File: config.mk
export PLATFORM = sky130hd
export DESIGN_NAME = dac_sample_sched
export DESIGN_NICKNAME = d
export VERILOG_FILES = /design/src/rtl/dac_sample_sched_pkg.sv /design/src/rtl/dac_sample_sched_rr_arbiter.sv /design/src/rtl/dac_sample_sched.sv
export SDC_FILE = /design/constraint.sdc
export NUM_CORES = 1
export LEC_CHECK = 0
export ABC_AREA = 0
export CAP_MARGIN = 25
export CORE_ASPECT_RATIO = 2
export CORE_UTILIZATION = 41
export CTS_CLUSTER_DIAMETER = 80
export DETAILED_ROUTE_END_ITERATION = 16
export PLACE_DENSITY = 0.72
export SLEW_MARGIN = 15
export SYNTH_ARGS = -nofsm -noshare
export SYNTH_HDL_FRONTEND = slang
export SYNTH_SLANG_ARGS = --single-unit
export TNS_END_PERCENT = 50
File: constraint.sdc
create_clock -name CLK -period 3.35 [get_ports CLK]
set_input_delay 0.335 -clock CLK [delete_from_list [all_inputs] [get_ports CLK]]
set_output_delay 0.335 -clock CLK [all_outputs]
set_load 0.05 [all_outputs]
File: src/rtl/dac_sample_sched_pkg.sv
// Shared types and constants for the DAC sample scheduler.
package dac_sample_sched_pkg;

  localparam int DAC_DW = 10;

  typedef enum logic [1:0] {
    S_IDLE  = 2'd0,
    S_COUNT = 2'd1,
    S_GRANT = 2'd2
  } state_e;

  // Width of a requester index; a single requester still needs one bit.
  function automatic int id_width(input int n);
    return (n > 1) ? $clog2(n) : 1;
  endfunction

endpackage

File: src/rtl/dac_sample_sched_rr_arbiter.sv
// Round-robin arbiter: first requester at or above ptr, wrapping, wins.
module rr_arbiter
  import dac_sample_sched_pkg::*;
#(
  parameter  int NREQ = 2,
  localparam int IW   = id_width(NREQ)
) (
  input  logic [NREQ-1:0] req,
  input  logic [IW-1:0]   ptr,
  output logic [NREQ-1:0] gnt,
  output logic [IW-1:0]   gnt_id,
  output logic            any
);

  localparam int SW = IW + 1;

  // (p + k) mod NREQ; p < NREQ and k < NREQ, so one conditional subtract is enough.
  function automatic logic [IW-1:0] rr_idx(input logic [IW-1:0] p, input int k);
    logic [SW-1:0] s;
    s = {1'b0, p} + SW'(k);
    if (s >= SW'(NREQ)) s = s - SW'(NREQ);
    return s[IW-1:0];
  endfunction

  // Walk from the farthest candidate back to ptr so the nearest valid one is kept.
  always_comb begin
    gnt    = '0;
    gnt_id = '0;
    any    = 1'b0;
    for (int k = NREQ - 1; k >= 0; k--) begin
      if (req[rr_idx(ptr, k)]) begin
        gnt                 = '0;
        gnt[rr_idx(ptr, k)] = 1'b1;
        gnt_id              = rr_idx(ptr, k);
        any                 = 1'b1;
      end
    end
  end

endmodule

File: src/rtl/dac_sample_sched.sv
// DAC sample scheduler: programmable sample tick, one round-robin grant per
// tick, registered DAC word with a single-cycle update strobe.
module dac_sample_sched
  import dac_sample_sched_pkg::*;
#(
  parameter  int NREQ  = 2,
  parameter  int DW    = DAC_DW,
  parameter  int DIV_W = 16,
  localparam int GW    = id_width(NREQ)
) (
  input  logic               CLK,
  input  logic               reset,
  input  logic               enable,
  input  logic [DIV_W-1:0]   div,
  input  logic [NREQ-1:0]    req_valid,
  input  logic [NREQ*DW-1:0] req_data,
  output logic [NREQ-1:0]    req_ready,
  output logic [DW-1:0]      dac_d,
  output logic               dac_strobe,
  output logic [GW-1:0]      grant_id,
  output logic               underrun
);

  state_e           state_q, state_d;
  logic [DIV_W-1:0] cnt_q, cnt_d;
  logic [DIV_W-1:0] div_eff;
  logic [GW-1:0]    ptr_q, ptr_nxt;
  logic [DW-1:0]    dac_d_q;
  logic [GW-1:0]    grant_id_q;
  logic             strobe_q;
  logic             underrun_q;
  logic             tick;
  logic             fire;
  logic [NREQ-1:0]  arb_gnt;
  logic [GW-1:0]    arb_id;
  logic             arb_any;
  logic [DW-1:0]    sel_data;

  rr_arbiter #(.NREQ(NREQ)) u_arb (
    .req    (req_valid),
    .ptr    (ptr_q),
    .gnt    (arb_gnt),
    .gnt_id (arb_id),
    .any    (arb_any)
  );

  // Period counter; div=0 is treated as div=1 so a period is never shorter than 2 cycles.
  always_comb begin
    div_eff = (div == '0) ? DIV_W'(1) : div;
    tick    = (state_q != S_IDLE) && enable && (cnt_q >= div_eff);
    if (!enable || state_q == S_IDLE) begin
      cnt_d = '0;
    end else if (tick) begin
      cnt_d = '0;
    end else begin
      cnt_d = cnt_q + DIV_W'(1);
    end
  end

  // Next-state logic; GRANT always lasts exactly one cycle.
  always_comb begin
    state_d = state_q;
    unique case (state_q)
      S_IDLE:  if (enable) state_d = S_COUNT;
      S_COUNT: begin
        if (!enable)   state_d = S_IDLE;
        else if (tick) state_d = S_GRANT;
      end
      S_GRANT: state_d = enable ? S_COUNT : S_IDLE;
      default: state_d = S_IDLE;
    endcase
  end

  // Transfer qualification, winner data mux and pointer advance.
  always_comb begin
    fire      = (state_q == S_GRANT) && enable;
    req_ready = (fire && reset) ? arb_gnt : '0;
    ptr_nxt   = (arb_id == GW'(NREQ - 1)) ? '0 : arb_id + GW'(1);
    sel_data  = '0;
    for (int i = 0; i < NREQ; i++) begin
      if (arb_id == GW'(i)) sel_data = req_data[i*DW +: DW];
    end
  end

  // State and counter registers.
  always_ff @(posedge CLK) begin
    if (!reset) begin
      state_q <= S_IDLE;
      cnt_q   <= '0;
    end else begin
      state_q <= state_d;
      cnt_q   <= cnt_d;
    end
  end

  // Output registers: a grant updates the DAC word, an empty grant flags underrun.
  always_ff @(posedge CLK) begin
    if (!reset) begin
      ptr_q      <= '0;
      dac_d_q    <= '0;
      grant_id_q <= '0;
      strobe_q   <= 1'b0;
      underrun_q <= 1'b0;
    end else begin
      strobe_q   <= fire && arb_any;
      underrun_q <= fire && !arb_any;
      if (fire && arb_any) begin
        dac_d_q    <= sel_data;
        grant_id_q <= arb_id;
        ptr_q      <= ptr_nxt;
      end
    end
  end

  assign dac_d      = dac_d_q;
  assign dac_strobe = strobe_q;
  assign grant_id   = grant_id_q;
  assign underrun   = underrun_q;

endmodule

* After elaboration in Yosys (flattened, before gate mapping)
Index checks and enable logic that the tools add are counted.
** Storage, ports and cells
- Word-level logic and storage cells :: 69
- Output and inout port bits :: 15
- Input bits :: 41
- Flip-flop bits (word level) :: 32
** Cells by class
- Bitwise operators :: 1
- Muxes and demuxes :: 27
- Equality and inequality tests :: 4
- Add/subtract/negate cells :: 5
- Reductions and logical operators :: 16
- $lt $le $gt $ge :: 9
** Operators by type and width (number)
- $add A16 B1 Y16 const B :: 1
- $ge A16 B16 Y1 :: 1
- $logic_not A16 Y1 :: 1
- $mux W1 :: 16
- $mux W16 :: 1
- $mux W2 :: 6
- $mux W10 :: 1
- $logic_and A1 B1 Y1 :: 8
- $lt A1 B2 Y1 const B :: 4
- $pmux W2 S3 :: 1
- $ne A3 B3 Y1 const B :: 1
- $reduce_or A3 Y1 :: 1
- $add A1 B1 Y2 const B :: 1
- $demux W1 S1 :: 2
- $eq A2 B1 Y1 const B :: 1
- $eq A2 B2 Y1 const B :: 1
- $ge A1 B1 Y1 const B :: 2
- $ge A1 B2 Y1 const B :: 1
- $ge A2 B2 Y1 const B :: 1
- $logic_not A1 Y1 :: 2
- $logic_not A2 Y1 :: 1
- $ne A2 B2 Y1 const B :: 1
- $reduce_and A2 Y1 :: 1
- $reduce_bool A2 Y1 :: 1
- 4 further kinds :: 5

* Logic depth before layout (Yosys ltp)
Gate-level depths: netlist (run 1).
- Depth after elaboration :: 13
- Mapped depth :: 10
- Mapped depth without buffers :: 8

* Modules after synthesis
A second synthesis (run 1) with hierarchy kept.
** Second synthesis, totals
- Cells, all modules :: 207
- Area total of the unflattened synthesis :: 1834.3 sq um
** By module, submodules not included
- dac_sample_sched :: sequential area each 640.6 sq um, times used 1, cells an instance 202, area an instance 1801.7 sq um
- rr_arbiter :: sequential area each 0.0 sq um, times used 1, cells an instance 5, area an instance 32.5 sq um

* Worst setup path before layout (run 1)
OpenSTA, ideal clock, no wires.
- Path type :: input-to-reg
- Start :: in div[8]
- End :: reg cnt_q[11]
- Buffers on the path :: 2
- Setup slack :: 0.871 ns
- Arrival :: 2.415 ns
- Required time :: 3.286 ns
- Stages on the path :: 10
- Library setup time :: 0.064 ns
- Path through :: nor4_1 -> a41o_1 -> ha_1 -> nand2b_1 -> a2111oi_0 -> and3b_1 -> or4_4 -> buf_6 -> buf_8 -> nor2_1
** Between the ends
- Longest elaborated chain between the ends :: 5
** Ends and longest elaborated chain
- start, declared :: line dac_sample_sched.sv:14 : input logic [DIV_W-1:0] div,
- $logic_not A16 Y1 :: line dac_sample_sched.sv:49 : div_eff = (div == '0) ? DIV_W'(1) : div;
- $mux W16 * :: line dac_sample_sched.sv:49
- $ge A16 B16 Y1 * :: line dac_sample_sched.sv:50 : tick = (state_q != S_IDLE) && enable && (cnt_q >= div_eff);
- $logic_and A1 B1 Y1 * :: line dac_sample_sched.sv:50
- $reduce_or A3 Y1 (no line) *
- end signal, assigned :: line dac_sample_sched.sv:92 : cnt_q <= cnt_d;
- end, declared :: line dac_sample_sched.sv:25 : logic [DIV_W-1:0] cnt_q, cnt_d;
Mark *: on every way between the ends. The rest lies on a longest branch, timed or not.
A chain may end at the register's enable or synchronous reset.

* Worst setup path in the final report (run 1)
- Start :: in div[8]
- End :: reg cnt_q[3]
The elaborated chain is that of the path after synthesis.

==> report_table.html, run 1 <==
<table>
<tr><th>Metric</th><th>Value</th></tr>
<tr><th colspan="2">Flow run</th></tr>
<tr><td>Max-cap violations</td><td>0</td></tr>
<tr><th colspan="2">GRT</th></tr>
<tr><td>Sum of overflow across all layers after global routing</td><td>0</td></tr>
<tr><td>Total global routing track utilization</td><td>19.3%</td></tr>
<tr><td>Largest net degree at the start of global routing</td><td>24</td></tr>
<tr><td>First-pass GRT wire length</td><td>6830 um</td></tr>
<tr><td>Via count of the first global-routing pass</td><td>1,651</td></tr>
<tr><td>Initial antenna violation count</td><td>0</td></tr>
<tr><th colspan="2">Placed design</th></tr>
<tr><td>Pre-CTS worst setup slack</td><td>0.207 ns</td></tr>
<tr><td>Half-perimeter wire length of the detailed placement result</td><td>3230 um</td></tr>
<tr><td>Gpl congestion</td><td>0.818</td></tr>
<tr><td>Count of input and output buffers</td><td>55</td></tr>
<tr><td>Inst Count DP</td><td>310</td></tr>
<tr><th colspan="2">Setup path</th></tr>
<tr><td>Worst r2r dst</td><td>cnt_q[3]</td></tr>
<tr><td>Critical Path End Type</td><td>flip-flop</td></tr>
<tr><td>Maximum fanout along the worst path</td><td>16</td></tr>
<tr><td>Slowest CP cell</td><td>sky130_fd_sc_hd__or4_4</td></tr>
<tr><td>Launch point of the worst path</td><td>div[8]</td></tr>
<tr><td>Data arrival time at the worst-slack endpoint</td><td>3.13 ns</td></tr>
<tr><td>Worst-case reg-to-reg path depth</td><td>6</td></tr>
<tr><td>Type of origin of the critical path</td><td>input pin</td></tr>
<tr><td>Largest stage delay on the critical path</td><td>0.55 ns</td></tr>
<tr><td>Capturing element of the worst setup path</td><td>cnt_q[3]</td></tr>
<tr><td>Start-to-end type of the worst setup path</td><td>input pin to flip-flop</td></tr>
<tr><td>CP Data Required Time</td><td>3.56 ns</td></tr>
<tr><td>Setup slack, reg-to-reg</td><td>0.95 ns</td></tr>
<tr><td>Critical path, cell by cell</td><td>clkdlybuf4s50_1 -&gt; nor4_1 -&gt; buf_4 -&gt; a41o_1 -&gt; ha_1 -&gt; nand2b_1 -&gt; a2111oi_0 -&gt; and3b_1 -&gt; or4_4 -&gt; nor2_1</td></tr>
<tr><td>Worst R2R Start</td><td>cnt_q[13]</td></tr>
<tr><th colspan="2">Pwr</th></tr>
<tr><td>Power spent charging and discharging nets</td><td>162 uW</td></tr>
<tr><td>Sequential share of power</td><td>48.8%</td></tr>
<tr><td>Total power per unit cell area</td><td>315 mW/mm^2</td></tr>
<tr><td>Power Internal</td><td>622 uW</td></tr>
<tr><td>Worst voltage drop across the vdd grid</td><td>0.000380 V</td></tr>
<tr><td>Part of the total power dissipated in the clock network</td><td>39.8%</td></tr>
<tr><td>Static Leak</td><td>1.17 nW</td></tr>
<tr><td>Combinational group share of total power</td><td>11.4%</td></tr>
<tr><td>Switching power share of the total</td><td>20.7%</td></tr>
<tr><th colspan="2">Clocking</th></tr>
<tr><td>Clock Sinks</td><td>32</td></tr>
<tr><td>Buffer type at the clock tree root</td><td>sky130_fd_sc_hd__clkbuf_8</td></tr>
<tr><td>Post-CTS setup repair buffer count</td><td>0</td></tr>
<tr><td>Number of buffers created by CTS</td><td>5</td></tr>
<tr><td>Clock-pin slew reported for the worst setup and hold paths after clock tree synthesis</td><td>0.06 ns</td></tr>
<tr><td>Maximum clock insertion buffer count</td><td>2</td></tr>
<tr><td>Post-cts hold buffer count</td><td>0</td></tr>
<tr><td>Clock insertion delay at the later pin of the skew report</td><td>0.28 ns</td></tr>
<tr><td>Htree depth</td><td>2</td></tr>
<tr><td>Total of cells resized after clock tree synthesis</td><td>0</td></tr>
<tr><td>Clock tree from TritonCTS</td><td>built</td></tr>
<tr><th colspan="2">STA</th></tr>
<tr><td>Fin worst setup slack</td><td>0.438 ns</td></tr>
<tr><td>Relative slew slack</td><td>65.8%</td></tr>
<tr><td>Highest clock frequency the design can meet</td><td>0.343 GHz</td></tr>
<tr><td>Clock skew after layout</td><td>0.00468 ns</td></tr>
<tr><td>Number of slew-limit violations in the final report</td><td>0</td></tr>
<tr><td>Total of endpoints with negative setup slack in the final report</td><td>0</td></tr>
<tr><td>Period utilization</td><td>86.9%</td></tr>
<tr><td>Final period demand of the worst path</td><td>2.91 ns</td></tr>
<tr><td>Number of endpoints with negative hold slack in the final report</td><td>0</td></tr>
<tr><td>Setup repair after global routing missed its margin</td><td>no</td></tr>
<tr><td>Worst-margin pin slew</td><td>0.511 ns</td></tr>
<tr><td>Post-Route Setup TNS</td><td>0 ns</td></tr>
<tr><th colspan="2">Detailed routing</th></tr>
<tr><td>Detailed-route wire length per cell</td><td>12.7 um</td></tr>
<tr><td>Overall via count from detail_route</td><td>1,621</td></tr>
<tr><td># DRC</td><td>0</td></tr>
<tr><td>Final antenna-violating net count</td><td>0</td></tr>
<tr><td>Iter 0 DRT Violations</td><td>13</td></tr>
<tr><td>First drt pass iteration count</td><td>5</td></tr>
<tr><td>Final wirelength</td><td>4040 um</td></tr>
<tr><td>Vias per Instance</td><td>5.11</td></tr>
<tr><th colspan="2">Logic synthesis</th></tr>
<tr><td>Post-synthesis share of cell area spent on and, or, nand and nor gates</td><td>21.6%</td></tr>
<tr><td>Complex-gate fraction of the synthesized area</td><td>11.9%</td></tr>
<tr><td>Netlist area before placement</td><td>0.00179 mm^2</td></tr>
<tr><td>Synthesized-area fraction occupied by adder cells</td><td>11.9%</td></tr>
<tr><td>EDFF count, synth</td><td>0</td></tr>
<tr><td>Number of synthesized register bits</td><td>32</td></tr>
<tr><td>Combinational family with the most area after synthesis</td><td>simple AND/OR/NAND/NOR gates</td></tr>
<tr><td>Syn avg cell area</td><td>8.75 um^2</td></tr>
<tr><td>Mapped Nets</td><td>263</td></tr>
<tr><td>Share of synthesized registers carrying an async set or reset</td><td>0%</td></tr>
<tr><td>Most common flop cell mapped by yosys</td><td>sky130_fd_sc_hd__dfxtp_1</td></tr>
<tr><td>Xor-xnor portion of the synthesized cell area</td><td>6.84%</td></tr>
<tr><td>Sequential area share after synthesis</td><td>35.7%</td></tr>
<tr><td>Synthesis warning total</td><td>0</td></tr>
<tr><td>Multiplexer area fraction after synthesis</td><td>5.58%</td></tr>
<tr><td>Number of standard cells after synthesis</td><td>205</td></tr>
<tr><td>Number of distinct standard cells referenced by the synthesized netlist</td><td>34</td></tr>
<tr><th colspan="2">Layout</th></tr>
<tr><td>Final cell utilization of the core</td><td>60.4%</td></tr>
<tr><td>Final standard cell count with taps included and fillers excluded</td><td>317</td></tr>
<tr><td>Layout cell share with drive strength beyond 1</td><td>6.04%</td></tr>
<tr><td>Number of nets in the layout</td><td>323</td></tr>
<tr><td>Layout overhead on the synthesized area</td><td>39.1%</td></tr>
<tr><td>Top library cells by usage in the layout, fill and taps aside</td><td>sky130_fd_sc_hd__clkdlybuf4s50_1, sky130_fd_sc_hd__dfxtp_1, sky130_fd_sc_hd__nor2_1</td></tr>
<tr><td>Most common library cell in the layout ignoring fill and taps</td><td>sky130_fd_sc_hd__clkdlybuf4s50_1</td></tr>
<tr><td>Diode insertion count for antenna repair</td><td>0</td></tr>
<tr><th colspan="2">Die</th></tr>
<tr><td>Total number of placement rows</td><td>33</td></tr>
<tr><td>Effective utilization at floorplan</td><td>43.4%</td></tr>
<tr><td>Height of the die</td><td>95.5 um</td></tr>
<tr><td>Core Area</td><td>0.00413 mm^2</td></tr>
<tr><td>Width of the chip</td><td>48.8 um</td></tr>
<tr><td>I/O pins</td><td>56</td></tr>
<tr><td>Full die area</td><td>0.00466 mm^2</td></tr>
<tr><th colspan="2">Status</th></tr>
<tr><td>Status</td><td>complete, no violations</td></tr>
<tr><th colspan="2">Hold path</th></tr>
<tr><td>Hold Crit Class</td><td>flip-flop to flip-flop</td></tr>
</table>
==> power groups by stage <==
stage                     Combinational, mW  Clock (mW)  Sequential [mW]
after detailed placement             0.0901           0            0.391
after global placement               0.0887           0            0.391
after floorplan                      0.0316           0            0.391
final                                0.0894       0.312            0.383
after CTS                            0.0907       0.322            0.383
after global routing                 0.0994       0.343            0.382
==> area by class of cell <==
class	count	area, um^2
clock buffer	7	96.3
fill	377	1640
inverter	20	75.1
multi-input combinational	147	1040
sequential	32	641
tap	52	65.1
timing repair buffer	59	581
==> through the flow <==
stage | hold WS [ns] | total power, mW | area [um^2]
CTS | 0.470 | 0.795 | 2490
floorplan | 0.412 | 0.422 | 1790
global route | 0.517 | 0.824 | 2490
global placement | 0.448 | 0.480 | 2400
detailed placement | 0.457 | 0.481 | 2400
finish | 0.472 | 0.784 | 2490
==> cell usage after synthesis (all sizes together), types with 2 or more instances <==
cell type  number  area share, %
dfxtp          32             36
nor2           27            5.9
inv            20            4.2
nand2          18            3.8
ha             17             12
mux2i          10            5.6
o211a          10            5.6
xor2            8            3.9
nand3           7            2.0
nor3            6            1.7
xnor2           6            2.9
a21oi           5            1.4
o21ai           5            1.4
clkbuf          4           0.84
nand4           4            1.4
nor4            4            1.4
and3            3            1.0
nor2b           3            1.0
a211oi          2            1.1
buf             2            1.5
or4             2            1.3
==> how the worst min path moves through the flow <==
stage	startpoint	to	slack [ns]	depth (start not counted)
after floorplan	req_valid[0]	underrun	0.41	1
after global placement	cnt_q[0]	cnt_q[0]	0.45	1
after detailed placement	cnt_q[0]	cnt_q[0]	0.46	1
after CTS	cnt_q[0]	cnt_q[0]	0.47	1
after global routing	cnt_q[0]	cnt_q[0]	0.52	1
final	cnt_q[0]	cnt_q[0]	0.47	1
==> cell families (layout without fill, tap and decap cells) <==
kind of cell | Yosys count | in the layout
flops | 32 | 32
mux | 10 | 10
xor+xnor | 14 | 14
simple gates | 79 | 79
fa+ha+maj | 17 | 17
compound gates | 27 | 27
buf+inv | 26 | 86
==> state kept, by name, summed over array words and instances, names as in the netlist <==
name,cells
dac_d,10
grant_id,1
dac_strobe,1
cnt_q,16
ptr_q,1
state_q,2
underrun,1
==> critical path, delay by kind of cell <==
| kind | cells | cell delay (ns) |
|---|---|---|
| buffers and inverters | 2 | 0.58 |
| AOI/OAI and AO/OA | 2 | 0.62 |
| and+or+nand+nor | 5 | 1.37 |
| adders and majority gates | 1 | 0.22 |
==> layer usage <==
metal  routed length [um]  track usage [%]
met4                  119             9.56
met5                    0                0
met3                  261             5.74
met2                 2200             38.0
met1                 1450             17.3
(Power assumes the default switching activity.)
==> run 2: changes to the inputs <==
Settings changed: CORE_MARGIN set to 5.
Clock period 3.35 ns to 3.2 ns, I/O delays scaled along.
==> run 2 against run 1 <==
- cell area is 0.15% lower
- setup slack worse by 0.053 ns
- hold slack better by 0.0041 ns
- non-clock buffer count stayed put
- cell count is 0.95% higher
- clock-buffer cell count is 1 higher
- sequential share of layout area hardly changed
- largest power group unchanged
==> report_table.html, run 2 (synthesis gave the netlist of run 1 again) <==
<table>
<tr><th>Metric</th><th>Value</th></tr>
<tr><th colspan="2">Placed design</th></tr>
<tr><td>Placed Instance Area</td><td>0.00240 mm^2 (+0.10%)</td></tr>
<tr><td>Gpl congestion</td><td>0.757 (-7.4%)</td></tr>
<tr><td>Count of input and output buffers</td><td>55 (unchanged)</td></tr>
<tr><td>Pre-CTS worst setup slack</td><td>0.0761 ns (-0.131 ns)</td></tr>
<tr><td>Inst Count DP</td><td>312 (+0.65%)</td></tr>
<tr><td>Half-perimeter wire length of the detailed placement result</td><td>3510 um (+8.6%)</td></tr>
<tr><th colspan="2">Setup path</th></tr>
<tr><td>Setup slack, reg-to-reg</td><td>0.79 ns (-0.16 ns)</td></tr>
<tr><td>Worst r2r dst</td><td>cnt_q[9]</td></tr>
<tr><td>Critical Path End Type</td><td>flip-flop</td></tr>
<tr><td>Launch point of the worst path</td><td>div[8]</td></tr>
<tr><td>Capturing element of the worst setup path</td><td>cnt_q[9]</td></tr>
<tr><td>Data arrival time at the worst-slack endpoint</td><td>3.02 ns (-0.11 ns)</td></tr>
<tr><td>Type of origin of the critical path</td><td>input pin</td></tr>
<tr><td>Start-to-end type of the worst setup path</td><td>input pin to flip-flop</td></tr>
<tr><td>Worst R2R Start</td><td>cnt_q[13]</td></tr>
<tr><td>Worst-case reg-to-reg path depth</td><td>6 (unchanged)</td></tr>
<tr><td>Maximum fanout along the worst path</td><td>16 (unchanged)</td></tr>
<tr><td>CP Data Required Time</td><td>3.40 ns (-0.16 ns)</td></tr>
<tr><th colspan="2">Pwr</th></tr>
<tr><td>Total power per unit cell area</td><td>322 mW/mm^2 (+2.2%)</td></tr>
<tr><td>Worst voltage drop across the vdd grid</td><td>0.000294 V (-23%)</td></tr>
<tr><td>Combinational group share of total power</td><td>11.6% (+0.2 points)</td></tr>
<tr><td>Overall power</td><td>801 uW (+2.1%)</td></tr>
<tr><td>Power Internal</td><td>635 uW (+2.1%)</td></tr>
<tr><td>Part of the total power dissipated in the clock network</td><td>38.4% (-1.4 points)</td></tr>
<tr><td>Switching power share of the total</td><td>20.7% (about the same)</td></tr>
<tr><td>Power spent charging and discharging nets</td><td>166 uW (+2.1%)</td></tr>
<tr><td>Sequential share of power</td><td>50.0% (+1.2 points)</td></tr>
<tr><td>Static Leak</td><td>1.16 nW (-0.41%)</td></tr>
<tr><th colspan="2">Detailed routing</th></tr>
<tr><td>Overall via count from detail_route</td><td>1,596 (-1.5%)</td></tr>
<tr><td>Vias per Instance</td><td>4.99 (-2.5%)</td></tr>
<tr><td>Detailed-route wire length per cell</td><td>13.1 um (+3.2%)</td></tr>
<tr><td>First drt pass iteration count</td><td>4 (-1)</td></tr>
<tr><td>Final antenna-violating net count</td><td>0 (unchanged)</td></tr>
<tr><td>Final wirelength</td><td>4200 um (+4.2%)</td></tr>
<tr><td># DRC</td><td>0 (unchanged)</td></tr>
<tr><td>Iter 0 DRT Violations</td><td>30 (+17)</td></tr>
<tr><th colspan="2">Layout</th></tr>
<tr><td>Most common library cell in the layout ignoring fill and taps</td><td>sky130_fd_sc_hd__clkdlybuf4s50_1</td></tr>
<tr><td>Layout cell share with drive strength beyond 1</td><td>5.64% (-0.40 points)</td></tr>
<tr><td>Final cell utilization of the core</td><td>57.9% (-2.4 points)</td></tr>
<tr><td>Final cell area excluding filler cells</td><td>0.00249 mm^2 (-0.15%)</td></tr>
<tr><td>Filler cell count in the final layout</td><td>421 (+12%)</td></tr>
<tr><td>Max reg flops</td><td>16 (unchanged)</td></tr>
<tr><td>Sequential standard cell area</td><td>641 um^2 (unchanged)</td></tr>
<tr><td>Final standard cell count with taps included and fillers excluded</td><td>320 (+0.95%)</td></tr>
<tr><td>Register with the most flip-flops</td><td>cnt_q</td></tr>
<tr><td>Number of nets in the layout</td><td>323 (unchanged)</td></tr>
<tr><td>Footprint of the multi-input gates</td><td>0.00104 mm^2 (unchanged)</td></tr>
<tr><td>Layout overhead on the synthesized area</td><td>38.9%</td></tr>
<tr><td>Top library cells by usage in the layout, fill and taps aside</td><td>sky130_fd_sc_hd__clkdlybuf4s50_1, sky130_fd_sc_hd__dfxtp_1, sky130_fd_sc_hd__nor2_1</td></tr>
<tr><td>Diode insertion count for antenna repair</td><td>0 (unchanged)</td></tr>
<tr><th colspan="2">Clocking</th></tr>
<tr><td>Clock-pin slew reported for the worst setup and hold paths after clock tree synthesis</td><td>0.06 ns (about the same)</td></tr>
<tr><td>Buffer type at the clock tree root</td><td>sky130_fd_sc_hd__clkbuf_8</td></tr>
<tr><td>Clock insertion delay at the later pin of the skew report</td><td>0.27 ns (about the same)</td></tr>
<tr><td>Number of buffers created by CTS</td><td>5 (unchanged)</td></tr>
<tr><td>Total of cells resized after clock tree synthesis</td><td>0 (unchanged)</td></tr>
<tr><td>Clock Sinks</td><td>32 (unchanged)</td></tr>
<tr><td>Htree depth</td><td>2 (unchanged)</td></tr>
<tr><td>Post-cts hold buffer count</td><td>0 (unchanged)</td></tr>
<tr><td>Clock tree from TritonCTS</td><td>built</td></tr>
<tr><td>Post-CTS setup repair buffer count</td><td>0 (unchanged)</td></tr>
<tr><td>Maximum clock insertion buffer count</td><td>2 (unchanged)</td></tr>
<tr><th colspan="2">GRT</th></tr>
<tr><td>Sum of overflow across all layers after global routing</td><td>0 (unchanged)</td></tr>
<tr><td>First-pass GRT wire length</td><td>7020 um (+2.7%)</td></tr>
<tr><td>Largest net degree at the start of global routing</td><td>24 (unchanged)</td></tr>
<tr><td>Total global routing track utilization</td><td>14.9% (-4.4 points)</td></tr>
<tr><td>Via count of the first global-routing pass</td><td>1,596 (-3.3%)</td></tr>
<tr><td>Initial antenna violation count</td><td>0 (unchanged)</td></tr>
<tr><th colspan="2">STA</th></tr>
<tr><td>Relative slew slack</td><td>65.7% (about the same)</td></tr>
<tr><td>Post-Route Setup TNS</td><td>0 ns (unchanged)</td></tr>
<tr><td>Clock skew after layout</td><td>0.00379 ns (-0.000885 ns)</td></tr>
<tr><td>Period utilization</td><td>88.0%</td></tr>
<tr><td>Worst-margin pin slew</td><td>0.512 ns (+0.000855 ns)</td></tr>
<tr><td>Number of slew-limit violations in the final report</td><td>0 (unchanged)</td></tr>
<tr><td>Fin worst setup slack</td><td>0.385 ns (-0.0530 ns)</td></tr>
<tr><td>Final period demand of the worst path</td><td>2.82 ns</td></tr>
<tr><td>Setup repair after global routing missed its margin</td><td>no</td></tr>
<tr><td>Final-layout worst hold slack</td><td>0.476 ns (+0.00405 ns)</td></tr>
<tr><td>Highest clock frequency the design can meet</td><td>0.355 GHz</td></tr>
<tr><td>Number of endpoints with negative hold slack in the final report</td><td>0 (unchanged)</td></tr>
<tr><td>Total of endpoints with negative setup slack in the final report</td><td>0 (unchanged)</td></tr>
<tr><th colspan="2">Die</th></tr>
<tr><td>Height of the die</td><td>104 um (+8.4%)</td></tr>
<tr><td>Core Area</td><td>0.00430 mm^2 (+4.1%)</td></tr>
<tr><td>Full die area</td><td>0.00588 mm^2 (+26%)</td></tr>
<tr><td>Total number of placement rows</td><td>34 (+3.0%)</td></tr>
<tr><td>Width of the chip</td><td>56.8 um (+16%)</td></tr>
<tr><td>Effective utilization at floorplan</td><td>41.7% (-1.7 points)</td></tr>
<tr><td>I/O pins</td><td>56 (unchanged)</td></tr>
<tr><th colspan="2">Hold path</th></tr>
<tr><td>Hold Crit Class</td><td>flip-flop to flip-flop</td></tr>
<tr><th colspan="2">Status</th></tr>
<tr><td>Status</td><td>complete, no violations</td></tr>
<tr><th colspan="2">Flow run</th></tr>
<tr><td>Max-cap violations</td><td>0 (unchanged)</td></tr>
</table>
## run 2: cell types whose count changed in the layout (fill, tap and decap cells not counted), sizes merged
cell	before	now
clkbuf	7	8
## run 2: final cells by class
class,instances,share of cell area [%]
Multi-Input combinational cell,147,41.6
Sequential cell,32,25.7
Timing Repair Buffer,59,23.3
Clock buffer,8,3.62
Inverter,20,3.02
Tap cell,54,2.71
## run 2: worst min path at each step
stage	from	to	slack (ns)	depth (start not counted)
6_report	cnt_q[0]	cnt_q[0]	0.48	1
5_1_grt	cnt_q[0]	cnt_q[0]	0.50	1
4_1_cts	cnt_q[0]	cnt_q[0]	0.48	1
3_5_place_dp	cnt_q[0]	cnt_q[0]	0.46	1
3_3_place_gp	cnt_q[0]	cnt_q[0]	0.45	1
2_1_floorplan	req_valid[0]	underrun	0.40	1
## run 2: critical path: stages
cell	delay (ns)
sky130_fd_sc_hd__clkdlybuf4s50_1	0.43
sky130_fd_sc_hd__nor4_1	0.27
sky130_fd_sc_hd__buf_4	0.17
sky130_fd_sc_hd__a41o_1	0.18
sky130_fd_sc_hd__ha_1	0.22
sky130_fd_sc_hd__nand2b_1	0.13
sky130_fd_sc_hd__a2111oi_0	0.35
sky130_fd_sc_hd__and3b_1	0.24
sky130_fd_sc_hd__or4_4	0.55
sky130_fd_sc_hd__nor2_1	0.15
## run 2: layer usage
layer / up-vias / part of all wire, % / GRT usage, %
li1: 826 / - / -
met1: 709 / 35 / 13.3
met2: 52 / 55 / 28.1
met3: 9 / 7.9 / 5.11
met4: 0 / 2.7 / 7.46
met5: - / 0 / 0
## run 2: power groups by stage
stage               logic, mW  registers (mW)  clock network (mW)
CTS                    0.0946           0.400               0.321
detailed placement     0.0941           0.409                   0
global route            0.102           0.400               0.340
global placement       0.0929           0.409                   0
floorplan              0.0331           0.409                   0
finish                 0.0929           0.401               0.307
==> run 3: changes to the inputs <==
Settings changed: CTS_CLUSTER_SIZE set to 28.
==> results of run 3 <==
Same layout as run 2: the final DEF is identical, and so are final timing and power.
==> variant (flow settings as in run 2) <==
Encoding of `state_e`: now one-hot (3 bits for 3 states).
--- a/src/rtl/dac_sample_sched_pkg.sv
+++ b/src/rtl/dac_sample_sched_pkg.sv
@@ -5,6 +5,6 @@
 
-  typedef enum logic [1:0] {
-    S_IDLE  = 2'd0,
-    S_COUNT = 2'd1,
-    S_GRANT = 2'd2
+  typedef enum logic [2:0] {
+    S_IDLE  = 3'b001,
+    S_COUNT = 3'b010,
+    S_GRANT = 3'b100
   } state_e;
Formal check against the unedited RTL: no difference found for any inputs over 10 cycles, from zero or initial values and one cycle with reset low; not proved beyond that.
==> variant against run 2 <==
Cell count is 0.31% lower; first-iteration DRC count is 83% higher; largest cell class unchanged; total power is 6.6% higher; area after synthesis is 0.63% lower; global-route usage is 2.2 points higher; worst setup slack better by 160 ps; cell area is 0.10% lower; sequential cell count is 1 higher; fmax is 6.1% higher; sequential power is 4% higher; wire length is 10% higher; critical path type is now in2out.
==> variant: results (changes against run 2) <==
| Metric | Value |
|---|---|
| Max Fclk | `376.9 MHz (was 355.2 MHz)` |
| Slew headroom | `0.4201 (was 0.6574)` |
| Crit path max-delay family | `buffers and inverters (was simple AND/OR/NAND/NOR gates)` |
| Synth Area in XOR/XNOR | `0.07865 (was 0.06839)` |
| DRT iter0 DRCs | `55 (was 30)` |
| DP Area | `0.002386 mm² (was 0.002400 mm²)` |
| Post-Synth Adder-Cell Area | `0.1194 (was 0.1186)` |
| Non-Filler Instances | `319 (was 320)` |
| DPL Wire Length | `3.844 mm (was 3.513 mm)` |
| First-pass GRT wire length | `7.693 mm (was 7.017 mm)` |
| Post-place setup slack | `397.3 ps (was 76.05 ps)` |
| Capturing point of the worst reg2reg path | `cnt_q[11] (was cnt_q[9])` |
| Leak pwr | `1.004 nW (was 1.165 nW)` |
| Proportion of layout cells with a drive suffix above 1 | `0.05660 (was 0.05639)` |
| Crit path DAT | `2330 ps (was 3020 ps)` |
| All-Layer GR Usage | `0.1710 (was 0.1489)` |
| Distinct cells, synth | `36 (was 34)` |
| Die width | `56.62 µm (was 56.76 µm)` |
| Final WL | `4.640 mm (was 4.204 mm)` |
| Sequential share of the synthesized area | `0.3708 (was 0.3573)` |
| Syn_area_per_cell | `8.691 µm² (was 8.746 µm²)` |
| R2R Path Start | `cnt_q[0] (was cnt_q[13])` |
| Critical Path Max Stage Delay | `870 ps (was 550 ps)` |
| Status | `complete, no violations (unchanged)` |
| Switch share | `0.2178 (was 0.2069)` |
| FF-to-FF path depth | `7 (was 6)` |
| R2R setup slack | `1260 ps (was 790 ps)` |
| Worst Skew | `4.060 ps (was 3.790 ps)` |
| Fillers | `394 (was 421)` |
| Final Wtd Congestion | `0.7610 (was 0.7573)` |
| CP max stage cell | `clkdlybuf4s50_1 (was or4_4)` |
| Top cells by area, synth | `dfxtp_1, ha_1, nor2_1 (was dfxtp_1, ha_1, mux2i_1)` |
| Avg Vias per Cell | `5.270 (was 4.988)` |
| Maximum VDD drop | `0.3286 mV (was 0.2938 mV)` |
| Footprint of the multi-input gates | `0.001013 mm² (was 0.001036 mm²)` |
| Dpl cells | `311 (was 312)` |
| Synth Area in Compound Gates | `0.1426 (was 0.1186)` |
| Synth cell count leaders | `dfxtp_1, nor2_1, inv_1 (unchanged)` |
| Largest net degree at the start of global routing | `17 (was 24)` |
| Post-synthesis mux area share | `0 (was 0.05583)` |
| Vias in the first global route | `1685 (was 1596)` |
variant: worst max-delay path by stage:
stage	startpoint	to
floorplan	div[8]	cnt_q[13]
global placement	div[1]	cnt_q[13]
detailed placement	div[12]	cnt_q[13]
CTS	enable	req_ready[1]
finish	enable	req_ready[1]
global route	enable	req_ready[1]
variant: final cells by class:
class                           instances  area share
Sequential cell                        33      0.2656
Tap cell                               54     0.02716
Inverter                               21     0.03169
Timing Repair Buffer                   57      0.2274
Multi-Input combinational cell        146      0.4074
Clock inverter                          1    0.002012
Clock buffer                            7     0.03873
variant: power by group through the flow:
stage | Combinational [mW] | Sequential (mW) | Clock (mW)
6_report | 0.0943 | 0.417 | 0.342
2_1_floorplan | 0.0332 | 0.426 | 0
4_1_cts | 0.0956 | 0.417 | 0.347
5_1_grt | 0.104 | 0.417 | 0.367
3_3_place_gp | 0.0930 | 0.426 | 0
3_5_place_dp | 0.0947 | 0.426 | 0
variant: cells by family (layout without fill, tap and decap cells):
| group | count (synthesis) | in the layout |
|---|---|---|
| compound gates | 33 | 33 |
| xor+xnor | 16 | 16 |
| fa+ha+maj | 17 | 17 |
| buf+inv | 26 | 86 |
| flops | 33 | 33 |
| simple gates | 80 | 80 |
variant: layer usage:
metal / routed length (µm) / global-route usage / vias to the layer above / share of wire
met4: 160 / 0.08775 / 0 / 0.034
met1: 1555 / 0.1495 / 767 / 0.34
met5: 0 / 0 / - / 0
met2: 2694 / 0.3520 / 59 / 0.58
met3: 229 / 0.03354 / 15 / 0.049
li1: - / - / 840 / -
